[src/rtl/pipe_pkg.sv]
// Shared types for the rv32i pipeline-stage registers: stage occupancy states
// and the EX/MEM control bundle whose all-zero value has no architectural effect.
package pipe_pkg;

    typedef enum logic [1:0] {
        EMPTY = 2'd0,
        ONE   = 2'd1,
        FULL  = 2'd2
    } stage_state_t;

    typedef struct packed {
        logic       reg_write;
        logic       mem_write;
        logic [1:0] result_src;
    } ex_mem_ctrl_t;

    localparam int EX_MEM_CTRL_W = $bits(ex_mem_ctrl_t);

    function automatic logic [1:0] state_occupancy(input stage_state_t s);
        case (s)
            EMPTY:   return 2'd0;
            ONE:     return 2'd1;
            FULL:    return 2'd2;
            default: return 2'd0;
        endcase
    endfunction

endpackage

[src/rtl/sat_counter.sv]
// Up-counter that sticks at its all-ones value instead of wrapping.
module sat_counter #(
    parameter int CNT_W = 16
) (
    input  logic             clk,
    input  logic             reset,
    input  logic             inc,
    output logic [CNT_W-1:0] count
);

    always_ff @(posedge clk) begin
        if (reset) begin
            count <= '0;
        end else if (inc && (count != {CNT_W{1'b1}})) begin
            count <= count + 1'b1;
        end
    end

endmodule

[src/rtl/pipe_stage_reg.sv]
// Pipeline-stage register with valid/ready handshake, flush, bubble gating of the
// control field, optional 2-entry skid buffer and a saturating stall counter.
module pipe_stage_reg
    import pipe_pkg::*;
#(
    parameter int CTRL_W = EX_MEM_CTRL_W,
    parameter int DATA_W = 32,
    parameter int SKID   = 1,
    parameter int CNT_W  = 16
) (
    input  logic              clk,
    input  logic              reset,
    input  logic              flush,
    input  logic              in_valid,
    output logic              in_ready,
    input  logic [CTRL_W-1:0] in_ctrl,
    input  logic [DATA_W-1:0] in_data,
    output logic              out_valid,
    input  logic              out_ready,
    output logic [CTRL_W-1:0] out_ctrl,
    output logic [DATA_W-1:0] out_data,
    output logic [1:0]        occupancy,
    output logic [CNT_W-1:0]  stall_cnt
);

    stage_state_t      state;
    stage_state_t      state_next;
    logic [CTRL_W-1:0] main_ctrl;
    logic [DATA_W-1:0] main_data;
    logic [CTRL_W-1:0] skid_ctrl;
    logic [DATA_W-1:0] skid_data;
    logic              accept;
    logic              consume;
    logic              stall;

    assign accept  = in_valid && in_ready;
    assign consume = out_valid && out_ready;
    assign stall   = out_valid && !out_ready;

    always_ff @(posedge clk) begin
        if (reset) begin
            state <= EMPTY;
        end else begin
            state <= state_next;
        end
    end

    // With SKID=0 the ONE state never sees accept without consume, so FULL is unreachable.
    always_comb begin
        state_next = state;
        if (flush) begin
            state_next = EMPTY;
        end else begin
            case (state)
                EMPTY: begin
                    if (accept) state_next = ONE;
                end
                ONE: begin
                    if (accept && !consume) begin
                        state_next = (SKID != 0) ? FULL : ONE;
                    end else if (consume && !accept) begin
                        state_next = EMPTY;
                    end
                end
                FULL: begin
                    if (consume) state_next = ONE;
                end
                default: state_next = EMPTY;
            endcase
        end
    end

    // in_ready is held low during reset so nothing is accepted before the stage is clean.
    always_comb begin
        out_valid = (state != EMPTY);
        occupancy = state_occupancy(state);
        out_ctrl  = out_valid ? main_ctrl : '0;
        if (SKID != 0) begin
            in_ready = !reset && (state != FULL);
        end else begin
            in_ready = !reset && ((state == EMPTY) || out_ready);
        end
    end

    assign out_data = main_data;

    // MAIN always feeds the output; SKID only catches an entry accepted while MAIN is stalled.
    always_ff @(posedge clk) begin
        if (reset) begin
            main_ctrl <= '0;
            main_data <= '0;
            skid_ctrl <= '0;
            skid_data <= '0;
        end else if (!flush) begin
            case (state)
                EMPTY: begin
                    if (accept) begin
                        main_ctrl <= in_ctrl;
                        main_data <= in_data;
                    end
                end
                ONE: begin
                    if (accept && consume) begin
                        main_ctrl <= in_ctrl;
                        main_data <= in_data;
                    end else if (accept) begin
                        skid_ctrl <= in_ctrl;
                        skid_data <= in_data;
                    end
                end
                FULL: begin
                    if (consume) begin
                        main_ctrl <= skid_ctrl;
                        main_data <= skid_data;
                    end
                end
                default: begin
                end
            endcase
        end
    end

    sat_counter #(
        .CNT_W (CNT_W)
    ) u_stall_cnt (
        .clk   (clk),
        .reset (reset),
        .inc   (stall),
        .count (stall_cnt)
    );

endmodule

[config.mk]
export PLATFORM = sky130hd
export DESIGN_NAME = pipe_stage_reg
export DESIGN_NICKNAME = d
export VERILOG_FILES = /design/src/rtl/pipe_pkg.sv /design/src/rtl/sat_counter.sv /design/src/rtl/pipe_stage_reg.sv
export SDC_FILE = /design/constraint.sdc
export NUM_CORES = 1
export LEC_CHECK = 0
export ABC_AREA = 0
export CORE_ASPECT_RATIO = 0.6
export CORE_MARGIN = 2
export CORE_UTILIZATION = 52
export DETAILED_ROUTE_END_ITERATION = 6
export GPL_ROUTABILITY_DRIVEN = 0
export MAX_ROUTING_LAYER = met4
export PLACE_DENSITY = 0.87
export REMOVE_ABC_BUFFERS = 1
export SLEW_MARGIN = 40
export SYNTH_ARGS = -nofsm -noshare
export SYNTH_HDL_FRONTEND = slang
export SYNTH_SLANG_ARGS = --single-unit
[constraint.sdc]
create_clock -name clk -period 6.8 [get_ports clk]
set_input_delay 0.68 -clock clk [delete_from_list [all_inputs] [get_ports clk]]
set_output_delay 0.68 -clock clk [all_outputs]
set_load 0.01 [all_outputs]
# Yosys cells after proc, flatten, opt, wreduce, memory -nomap -nowiden
# Cells that the tools add are included.
totals:
  output_inout_bits: 56
  register_bits: 90
  wordCells: 51
  ram_bits: 0
  memories: 0
  latch_bits: 0
  in_bits: 41
  romBits: 0
op_classes:
  reduce_logical: 19
  n_lt_le_gt_ge: 0
  eq_ne: 8
  bitwise: 2
  div_mod_pow: 0
  mul: 0
  shifts: 0
  n_mux: 15
  n_addsub: 1
ops:
  columns: ["cell", "count"]
  rows:
  - ["32-bit two-way mux", 3]
  - ["32-bit one-hot mux with 3 select lines", 1]
  - ["16-bit by 1-bit adder with 16-bit output (second input constant)", 1]
  - ["4-bit two-way mux", 4]
  - ["16-bit inequality test (second input constant)", 1]
  - ["4-bit one-hot mux with 3 select lines", 1]
  - ["1-bit logical AND", 8]
  - ["2-bit two-way mux", 4]
  - ["2-bit inequality test (second input constant)", 4]
  - ["2-bit one-hot mux with 3 select lines", 1]
  - ["5-bit AND reduction", 1]
  - ["1-bit zero test", 4]
  - ["2-bit one-hot mux with 2 select lines", 1]
  - ["4-bit AND reduction", 1]
  - ["3-bit inequality test (second input constant)", 1]
  - ["3-bit AND reduction", 1]
  - ["3-bit nonzero test", 1]
  - ["2-bit by 1-bit == test with 1-bit output (second input constant)", 1]
  - ["2-bit == test (second input constant)", 1]
  - ["2-bit zero test", 1]
  - ["1-bit inverter", 2]
  - ["2-bit nonzero test", 1]
  - ["2-bit OR reduction", 1]

# Depth between registers and ports, before layout
# Gate-level depths: netlist of run 1.
logic_depth:
  ltp_word: 8
  ltp_mapped: 12
  depth_no_buf: 9

# By module
# From an unflattened synthesis of run 1, not the netlist that was laid out.
hier_totals:
  hier_cells: 485
  area_unflattened_um2: 3863.7
modules_own_cells:
  columns: ["module", "instances", "seq_area_each_um2", "area_per_inst_um2", "cells_per_inst"]
  rows:
  - ["pipe_stage_reg", 1, 1481.4, 3015.4, 386]
  - ["sat_counter", 1, 320.3, 848.3, 99]

# Least setup slack after synthesis of run 1
# No wires, ideal clock.
synth_timing:
  path_type: "input port to flip-flop"
  start: "in reset"
  end: "reg main_data[23], in the netlist out_data[23]"
  path_stages: 9
  required_time_ns: 6.709
  arrival_ns: 2.335
  n_path_buf: 2
  setup_ns: 0.091
  path_slack_ns: 4.374
  path_cell_list: "clkbuf_1 -> nor2_1 -> and2_1 -> ha_1 -> nand2b_1 -> a221oi_4 -> buf_2 -> nor2_1 -> a311oi_1"
synth_via:
  elab_chain_cells: 6
  elab_cells_between_ends: 7
  classes_between: "eq/ne (2); reduce/logical (5)"
synth_lines:
  columns: ["element", "line", "rtl"]
  rows:
  - ["start, declared", "pipe_stage_reg.sv:12", "input logic reset,"]
  - ["1-bit zero test (*)", null, null]
  - ["1-bit logical AND (*)", "pipe_stage_reg.sv:79", "in_ready = !reset && (state != FULL);"]
  - ["via in_ready", "pipe_stage_reg.sv:15", "output logic in_ready,"]
  - ["1-bit logical AND (*)", "pipe_stage_reg.sv:36", "assign accept = in_valid && in_ready;"]
  - ["1-bit logical AND", "pipe_stage_reg.sv:103", "if (accept && consume) begin"]
  - ["2-bit inequality test (no source line)", null, null]
  - ["5-bit AND reduction (no source line) (*)", null, null]
  - ["end signal, assigned", "pipe_stage_reg.sv:99", "main_data <= in_data;"]
  - ["end signal, assigned", "pipe_stage_reg.sv:105", "main_data <= in_data;"]
  - ["end signal, assigned", "pipe_stage_reg.sv:114", "main_data <= skid_data;"]
  - ["end, declared", "pipe_stage_reg.sv:29", "logic [DATA_W-1:0] main_data;"]
# The timed path passes the listed nets; every way through them passes the cells marked *.
# A chain may end at the register's enable or synchronous reset.

# Worst setup path in the final report of run 1
layout_timing:
  start: "reg state[0]"
  end: "reg main_data[17], in the netlist out_data[17]"
layout_via:
  elab_chain_cells: 6
  elab_cells_between_ends: 15
  classes_between: "eq/ne (6); mux (1); reduce/logical (8)"
layout_lines:
  columns: ["element", "line", "rtl"]
  rows:
  - ["start, declared", "pipe_stage_reg.sv:26", "stage_state_t state;"]
  - ["start signal, assigned", "pipe_stage_reg.sv:44", "state <= state_next;"]
  - ["2-bit inequality test", "pipe_stage_reg.sv:79", null]
  - ["1-bit logical AND", "pipe_stage_reg.sv:79", null]
  - ["1-bit logical AND", "pipe_stage_reg.sv:36", null]
  - ["1-bit logical AND", "pipe_stage_reg.sv:103", null]
  - ["2-bit inequality test (no source line)", null, null]
  - ["5-bit AND reduction (no source line)", null, null]
# Parallel ways exist; a longest one is shown, timed or not.

==> results of run 1 <==
-- where the power goes --
| part | internal [mW] | leakage, nW | switching [mW] |
|---|---|---|---|
| logic | 0.0629 | 0.866 | 0.0565 |
| clock network | 0.336 | 0.164 | 0.213 |
| registers | 0.544 | 0.730 | 0.0107 |
-- placed cells by master, fill, tap and decap left out, drive strengths merged --
cell type,n
nand2,147
clkdlybuf4s50,95
dfxtp,90
nor2,49
a21oi,45
a311oi,37
clkbuf,10
nor2b,8
inv,8
nor3,7
buf,7
nand3,5
nor4,5
a31oi,5
nand2b,4
nand4,4
a211oi,3
o31ai,3
or3,3
mux2,3
ha,3
and4,2
or3b,2
o21ba,2
or4,2
o21ai,2
clkinv,2
bufinv,2
and2,1
and4b,1
nand4b,1
o21bai,1
o211ai,1
o31a,1
or2,1
a41oi,1
mux2i,1
a221oi,1
-- per-layer routing --
| metal | up-vias | track usage [%] |
|---|---|---|
| met2 | 182 | 39.68 |
| met3 | 9 | 7.465 |
| met1 | 1775 | 38.41 |
| li1 | 1827 | - |
| met4 | 0 | 6.369 |
| met5 | - | - |
-- cells in the mapped netlist (all sizes together) (2+ instances only) --
library cell / instances
a211oi: 3
a21oi: 45
a311oi: 37
a31oi: 5
and4: 2
buf: 10
clkbuf: 24
dfxtp: 90
ha: 3
inv: 6
mux2: 3
nand2: 147
nand2b: 4
nand3: 5
nand4: 4
nor2: 49
nor2b: 8
nor3: 7
nor4: 5
o21ai: 2
o21ba: 2
o31ai: 3
or3: 3
or3b: 2
or4: 2
-- final cells by class --
class,instances,area (um^2)
Clock buffer,10,239.0
Clock inverter,6,95.09
Fill cell,524,2081
Inverter,6,22.52
Multi-Input combinational cell,351,1823
Sequential cell,90,1802
Tap cell,91,113.9
Timing Repair Buffer,102,1001
-- logic make-up (layout without fill, tap and decap cells) --
logic type,count (synthesis),in the layout,share of synthesized area [%]
AOI/OAI and AO/OA,102,102,18.84
adders and majority gates,3,3,0.9899
buffers and inverters,40,124,4.421
DFF,90,90,47.51
muxes,4,4,1.155
and+or+nand+nor,242,242,27.09
-- worst max-delay path: stages (launching register included) --
cell,delay [ns]
dfxtp_1,0.48
nand2b_1,0.15
buf_4,0.38
inv_1,0.10
nor2_1,0.14
and2_1,0.17
ha_1,0.18
nand2b_1,0.10
a221oi_4,0.22
buf_4,0.59
nor2_1,0.09
a311oi_1,0.30
-- flip-flops by register name, indices dropped and copies added, names as in the netlist --
register and flops:
main_ctrl 4, out_data 32, skid_ctrl 4, skid_data 32, state 2, u_stall_cnt.count 16
-- per-stage QoR --
stage               cell area, um^2  power [mW]  hold slack (ns)  utilization [%]  worst slack, ns
floorplan                      3647      0.6088           0.4305                -            2.268
global placement               4762      0.6802           0.4418            66.35            3.887
detailed placement             4762      0.6840           0.4480            66.35            3.795
CTS                            5096       1.229           0.4567            71.01            3.773
global route                   5096       1.262           0.4739            71.01            3.439
finish                         5096       1.223           0.4577            71.01            3.738
-- final timing paths --
path,start,to,slack [ns],depth (start not counted)
setup / recovery,state[0],out_data[17],3.74,11
hold / removal,skid_data[21],skid_data[21],0.46,2
setup reg to reg,state[0],out_data[17],3.74,11
hold reg to reg,skid_data[21],skid_data[21],0.46,2
==> summary.txt, run 1 <==
Outcome
  • Status: finished clean

Floorplan
  • Die area: 0.008015 mm^2
  • Core area: 0.007177 mm^2
  • I/O pin count: 97
  • Initial Util: 52.84%
  • Cell row count: 24
  • Die H: 70.15 um
  • Die Width: 114.3 um

Pwr
  • Maximum vdd drop: 0.00009895 V
  • Pwr Density: 240.1 mW/mm^2
  • Leak pwr: 1.760 nW

Global routing
  • Global-route wire length before repair: 17.02 mm
  • Vias in the first global route: 3555
  • Initial antenna violation count: 0
  • GRT Resource Usage Total: 27.42%
  • Grt ovf: 0
  • Pin count of the biggest net entering global routing: 73

Final layout
  • # diodes: 0
  • Synth-to-layout area growth: 34.38%
  • Post-route insts no fill: 656
  • Fraction of layout cells with a size suffix above 1: 5.310%
  • Nets: 604

Drt
  • Top Metal Used: met4
  • Routed wl met3: 861 um
  • Final wirelength: 10.44 mm
  • Avg WL per Cell: 15.92 um
  • DRC: 0
  • Drt pass-1 iters: 5
  • Vias/cell: 5.782
  • Remaining antenna violation count: 0
  • Drt first-iter violations: 320
  • M1 WL: 4.874 mm
  • Met2 Wirelength: 4.639 mm
  • Vias: 3793

Worst setup path
  • Crit path DAT: 3.30 ns
  • Startpoint type of the worst setup path: register
  • Critical path class: register to register
  • Crit-path max FO: 72
  • Crit path required time: 7.04 ns
  • Critical Path End Type: register

STA
  • Period utilisation layout: 45.03%
  • Max Slew Vio Count: 0
  • RSZ-0062 raised after global routing: no
  • Relative slew slack: 43.00%
  • Slew of the pin with the lowest slew margin: 0.8471 ns
  • Final setup violation count: 0
  • Highest Clock Rate: 0.3265 GHz
  • Final Skew: 0.006527 ns
  • Endpoints failing hold: 0
  • Setup TNS: 0 ns
  • Min Tclk post-route: 3.062 ns

Synth
  • Synth Instances: 481
  • Syn Std Cell Area: 0.003792 mm^2
  • Synth cell types: 37
  • Async SR Flop Fraction: 0%
  • Yosys reg bits: 90
  • Yosys Warn Count: 0
  • Post-synth top area share: 47.51%
  • Ys flop type: dfxtp_1
  • Seq/Total Area, Yosys: 47.51%
  • Yosys top cell by area: dfxtp_1
  • Syn_area_per_cell: 7.884 um^2
  • Post-synth EDFFs: 0
  • Synth area leaders: dfxtp_1 (48%), nand2_1 (15%), a311oi_1 (8.5%), a21oi_1 (5.9%), nor2_1 (4.8%)

Min path
  • Hold/Removal Path Class: register to register

Place
  • Placed insts: 640
  • Final HPWL DP: 6.728 mm
  • PortBufs: 96

CTS
  • Number of setup buffers added after CTS: 0
  • # resized after CTS: 0
  • CTS Root Buffer Type: clkbuf_16
  • Clock sinks: 90
  • Worst-Skew Late Latency: 0.34 ns
  • CTS tree: yes
  • Clock-pin slew on the worst setup and hold paths: 0.07 ns
  • Total CTS buffers: 9
  • CTS Hold Buffers Added: 0
  • H-Tree Depth: 3
  • Clk buf depth: 2

Flow run
  • Max_cap viols: 0
No activity file was read; power rests on OpenSTA's default activity.
==> run 2, diff against run 1 <==
--- a/config.mk
+++ b/config.mk
@@ -8,11 +8,11 @@
 export ABC_AREA = 0
 export CORE_ASPECT_RATIO = 0.6
 export CORE_MARGIN = 2
-export CORE_UTILIZATION = 52
+export CORE_UTILIZATION = 44
 export DETAILED_ROUTE_END_ITERATION = 6
 export GPL_ROUTABILITY_DRIVEN = 0
 export MAX_ROUTING_LAYER = met4
-export PLACE_DENSITY = 0.87
+export PLACE_DENSITY = 0.79
 export REMOVE_ABC_BUFFERS = 1
 export SLEW_MARGIN = 40
 export SYNTH_ARGS = -nofsm -noshare
==> constraint.sdc (replaced) <==
create_clock -name clk -period 2.74 [get_ports clk]
set_input_delay 0.274 -clock clk [delete_from_list [all_inputs] [get_ports clk]]
set_output_delay 0.274 -clock clk [all_outputs]
set_load 0.01 [all_outputs]
==> summary.txt, run 2 (same netlist as run 1, synthesis figures left out) <==
Flow run
  • Max_cap viols: 0 (unchanged)

Worst setup path
  • Reg-to-reg endpoint: out_data[29]
  • Crit path required time: 2.98 ns (-4.06 ns)
  • Critical Path Max Stage Delay: 0.48 ns (-0.11 ns)
  • Crit path DAT: 2.61 ns (-0.69 ns)
  • Critical path class: register to register
  • Crit-path max FO: 72 (unchanged)
  • Critical Path End Type: register
  • Worst reg2reg startpoint: state[0]
  • Startpoint type of the worst setup path: register
  • Slowest CP cell: dfxtp_1
  • Critical path, cell by cell: nand2b_1, inv_1, nor2_1, and2_1, ha_1, nand2b_1, a221oi_4, buf_12, nor2_1, a311oi_1
  • Flop-to-flop setup slack: 0.37 ns (-3.37 ns)
  • Depth of the worst register-to-register path: 10 (-1)

STA
  • Final Skew: 0.004478 ns (-0.002049 ns)
  • Highest Clock Rate: 0.4220 GHz (+29%)
  • Period utilisation layout: 86.49% (+41 points)
  • Min Tclk post-route: 2.370 ns (-0.6926 ns)
  • RSZ-0062 raised after global routing: no
  • Final setup violation count: 0 (unchanged)
  • Endpoints failing hold: 0 (unchanged)
  • Max Slew Vio Count: 0 (unchanged)
  • Fin worst setup slack: 0.3703 ns (-3.367 ns)
  • Relative slew slack: 48.68% (+5.7 points)
  • Slew of the pin with the lowest slew margin: 0.7699 ns (-0.07727 ns)

Floorplan
  • Die H: 75.91 um (+8.2%)
  • Initial Util: 45.01% (-7.8 points)
  • Die area: 0.009402 mm^2 (+17%)
  • Core area: 0.008426 mm^2 (+17%)
  • Die Width: 123.9 um (+8.4%)
  • I/O pin count: 97 (unchanged)
  • Cell row count: 26 (+8.3%)

Min path
  • WHS Path Cells: 2 (unchanged)
  • Hold/Removal Path Class: primary input to register
  • Hold Path Sink: skid_data[5]
  • HP Start: reset

Drt
  • Vias/cell: 5.445 (-5.8%)
  • M1 WL: 4.830 mm (-0.90%)
  • Final wirelength: 10.02 mm (-4.0%)
  • Avg WL per Cell: 14.80 um (-7.0%)
  • DRC: 0 (unchanged)
  • Vias: 3686 (-2.8%)
  • Drt pass-1 iters: 4 (-1)
  • Top Metal Used: met4
  • Drt first-iter violations: 338 (+5.6%)
  • Met2 Wirelength: 4.366 mm (-5.9%)
  • Remaining antenna violation count: 0 (unchanged)
  • Routed wl met3: 723 um (-16%)

Place
  • PortBufs: 96 (unchanged)
  • Final HPWL DP: 6.477 mm (-3.7%)
  • Pre-CTS setup slack: 0.3773 ns (-3.418 ns)
  • Placed cell areas: 0.004813 mm^2 (+1.1%)

Pwr
  • Sequential power share: 45.6% (+0.3 points)
  • Internal: 2.357 mW (+150%)
  • Psw: 0.6577 mW (+130%)
  • Total power: 3.015 mW (+150%)
  • Part of the power in the clock network: 44.5% (-0.4 points)
  • Sw Share: 21.81% (-1.1 points)
  • Maximum vdd drop: 0.0003137 V (+220%)
  • Comb pwr share: 9.8% (about the same)
  • Leak pwr: 1.768 nW (+0.50%)
  • Pwr Density: 586.2 mW/mm^2 (+140%)

CTS
  • Worst-Skew Late Latency: 0.34 ns (about the same)
  • CTS Root Buffer Type: clkbuf_16
  • Clock sinks: 90 (unchanged)
  • CTS Hold Buffers Added: 0 (unchanged)
  • Total CTS buffers: 9 (unchanged)
  • Clk buf depth: 2 (unchanged)
  • H-Tree Depth: 3 (unchanged)
  • CTS tree: yes
  • # resized after CTS: 0 (unchanged)
  • Clock-pin slew on the worst setup and hold paths: 0.06 ns (about the same)
  • Number of setup buffers added after CTS: 0 (unchanged)

Global routing
  • Vias in the first global route: 3345 (-5.9%)
  • Pin count of the biggest net entering global routing: 77 (+5.5%)
  • Initial antenna violation count: 0 (unchanged)
  • Grt ovf: 0 (unchanged)
  • GRT Resource Usage Total: 22.42% (-5.0 points)
  • Global-route wire length before repair: 16.28 mm (-4.3%)

Final layout
  • Final Core Density: 61.05% (-10 points)
  • Final Cell Area: 0.005144 mm^2 (+0.93%)
  • Most frequent cells in the layout: nand2_1 (147), clkdlybuf4s50_1 (95), dfxtp_1 (90)
  • # diodes: 0 (unchanged)
  • Synth-to-layout area growth: 35.63%
  • Nets: 604 (unchanged)
  • Most common cell after layout, fill and taps aside: nand2_1
  • Fillers: 716 (+37%)
  • Fraction of layout cells with a size suffix above 1: 5.133% (-0.18 points)

Outcome
  • Status: finished clean
run 2: worst max-delay path by stage:
stage          startpoint      endpoint  slack, ns  depth (start not counted)
2_1_floorplan    state[0]  main_ctrl[0]      -1.79                          9
3_3_place_gp     in_valid  out_data[24]       0.49                          6
3_5_place_dp     state[0]  out_data[16]       0.38                         10
4_1_cts          state[0]  out_data[16]       0.36                         10
5_1_grt          state[0]  main_ctrl[1]       0.15                         10
6_report         state[0]  out_data[29]       0.37                         10
run 2: worst max-delay path: cells and delay by family (launching register included):
kind / cells / cell delay, ns
simple gates: 5 / 0.66
compound gates: 2 / 0.56
flops: 1 / 0.48
buf+inv: 2 / 0.39
fa+ha+maj: 1 / 0.18
run 2: per-layer routing:
metal	track usage [%]	vias to the layer above
li1	-	1823
met2	32.47	134
met5	-	-
met4	5.455	0
met3	6.476	10
met1	30.83	1719
run 2: through the flow:
stage | hold slack (ns) | TNS, ns | instances
6_report | 0.3652 | 0 | 677
5_1_grt | 0.3718 | 0 | 677
4_1_cts | 0.3496 | 0 | 677
3_5_place_dp | 0.4475 | 0 | 661
3_3_place_gp | 0.4414 | 0 | 661
2_1_floorplan | 0.3431 | -99.05 | 447
run 2: cell type report:
cell class / count / area, um^2 / share of cell area [%]
Timing Repair Buffer: 102 / 1026 / 19.95
Clock inverter: 4 / 73.82 / 1.435
Clock buffer: 12 / 256.5 / 4.987
Tap cell: 112 / 140.1 / 2.724
Sequential cell: 90 / 1802 / 35.03
Inverter: 6 / 22.52 / 0.4378
Multi-Input combinational cell: 351 / 1823 / 35.44
run 2: power groups by stage:
stage	registers, mW	clock network (mW)	logic, mW
2_1_floorplan	1.42	0	0.0958
3_3_place_gp	1.40	0	0.288
3_5_place_dp	1.40	0	0.295
4_1_cts	1.38	1.36	0.296
5_1_grt	1.38	1.42	0.321
6_report	1.38	1.34	0.296
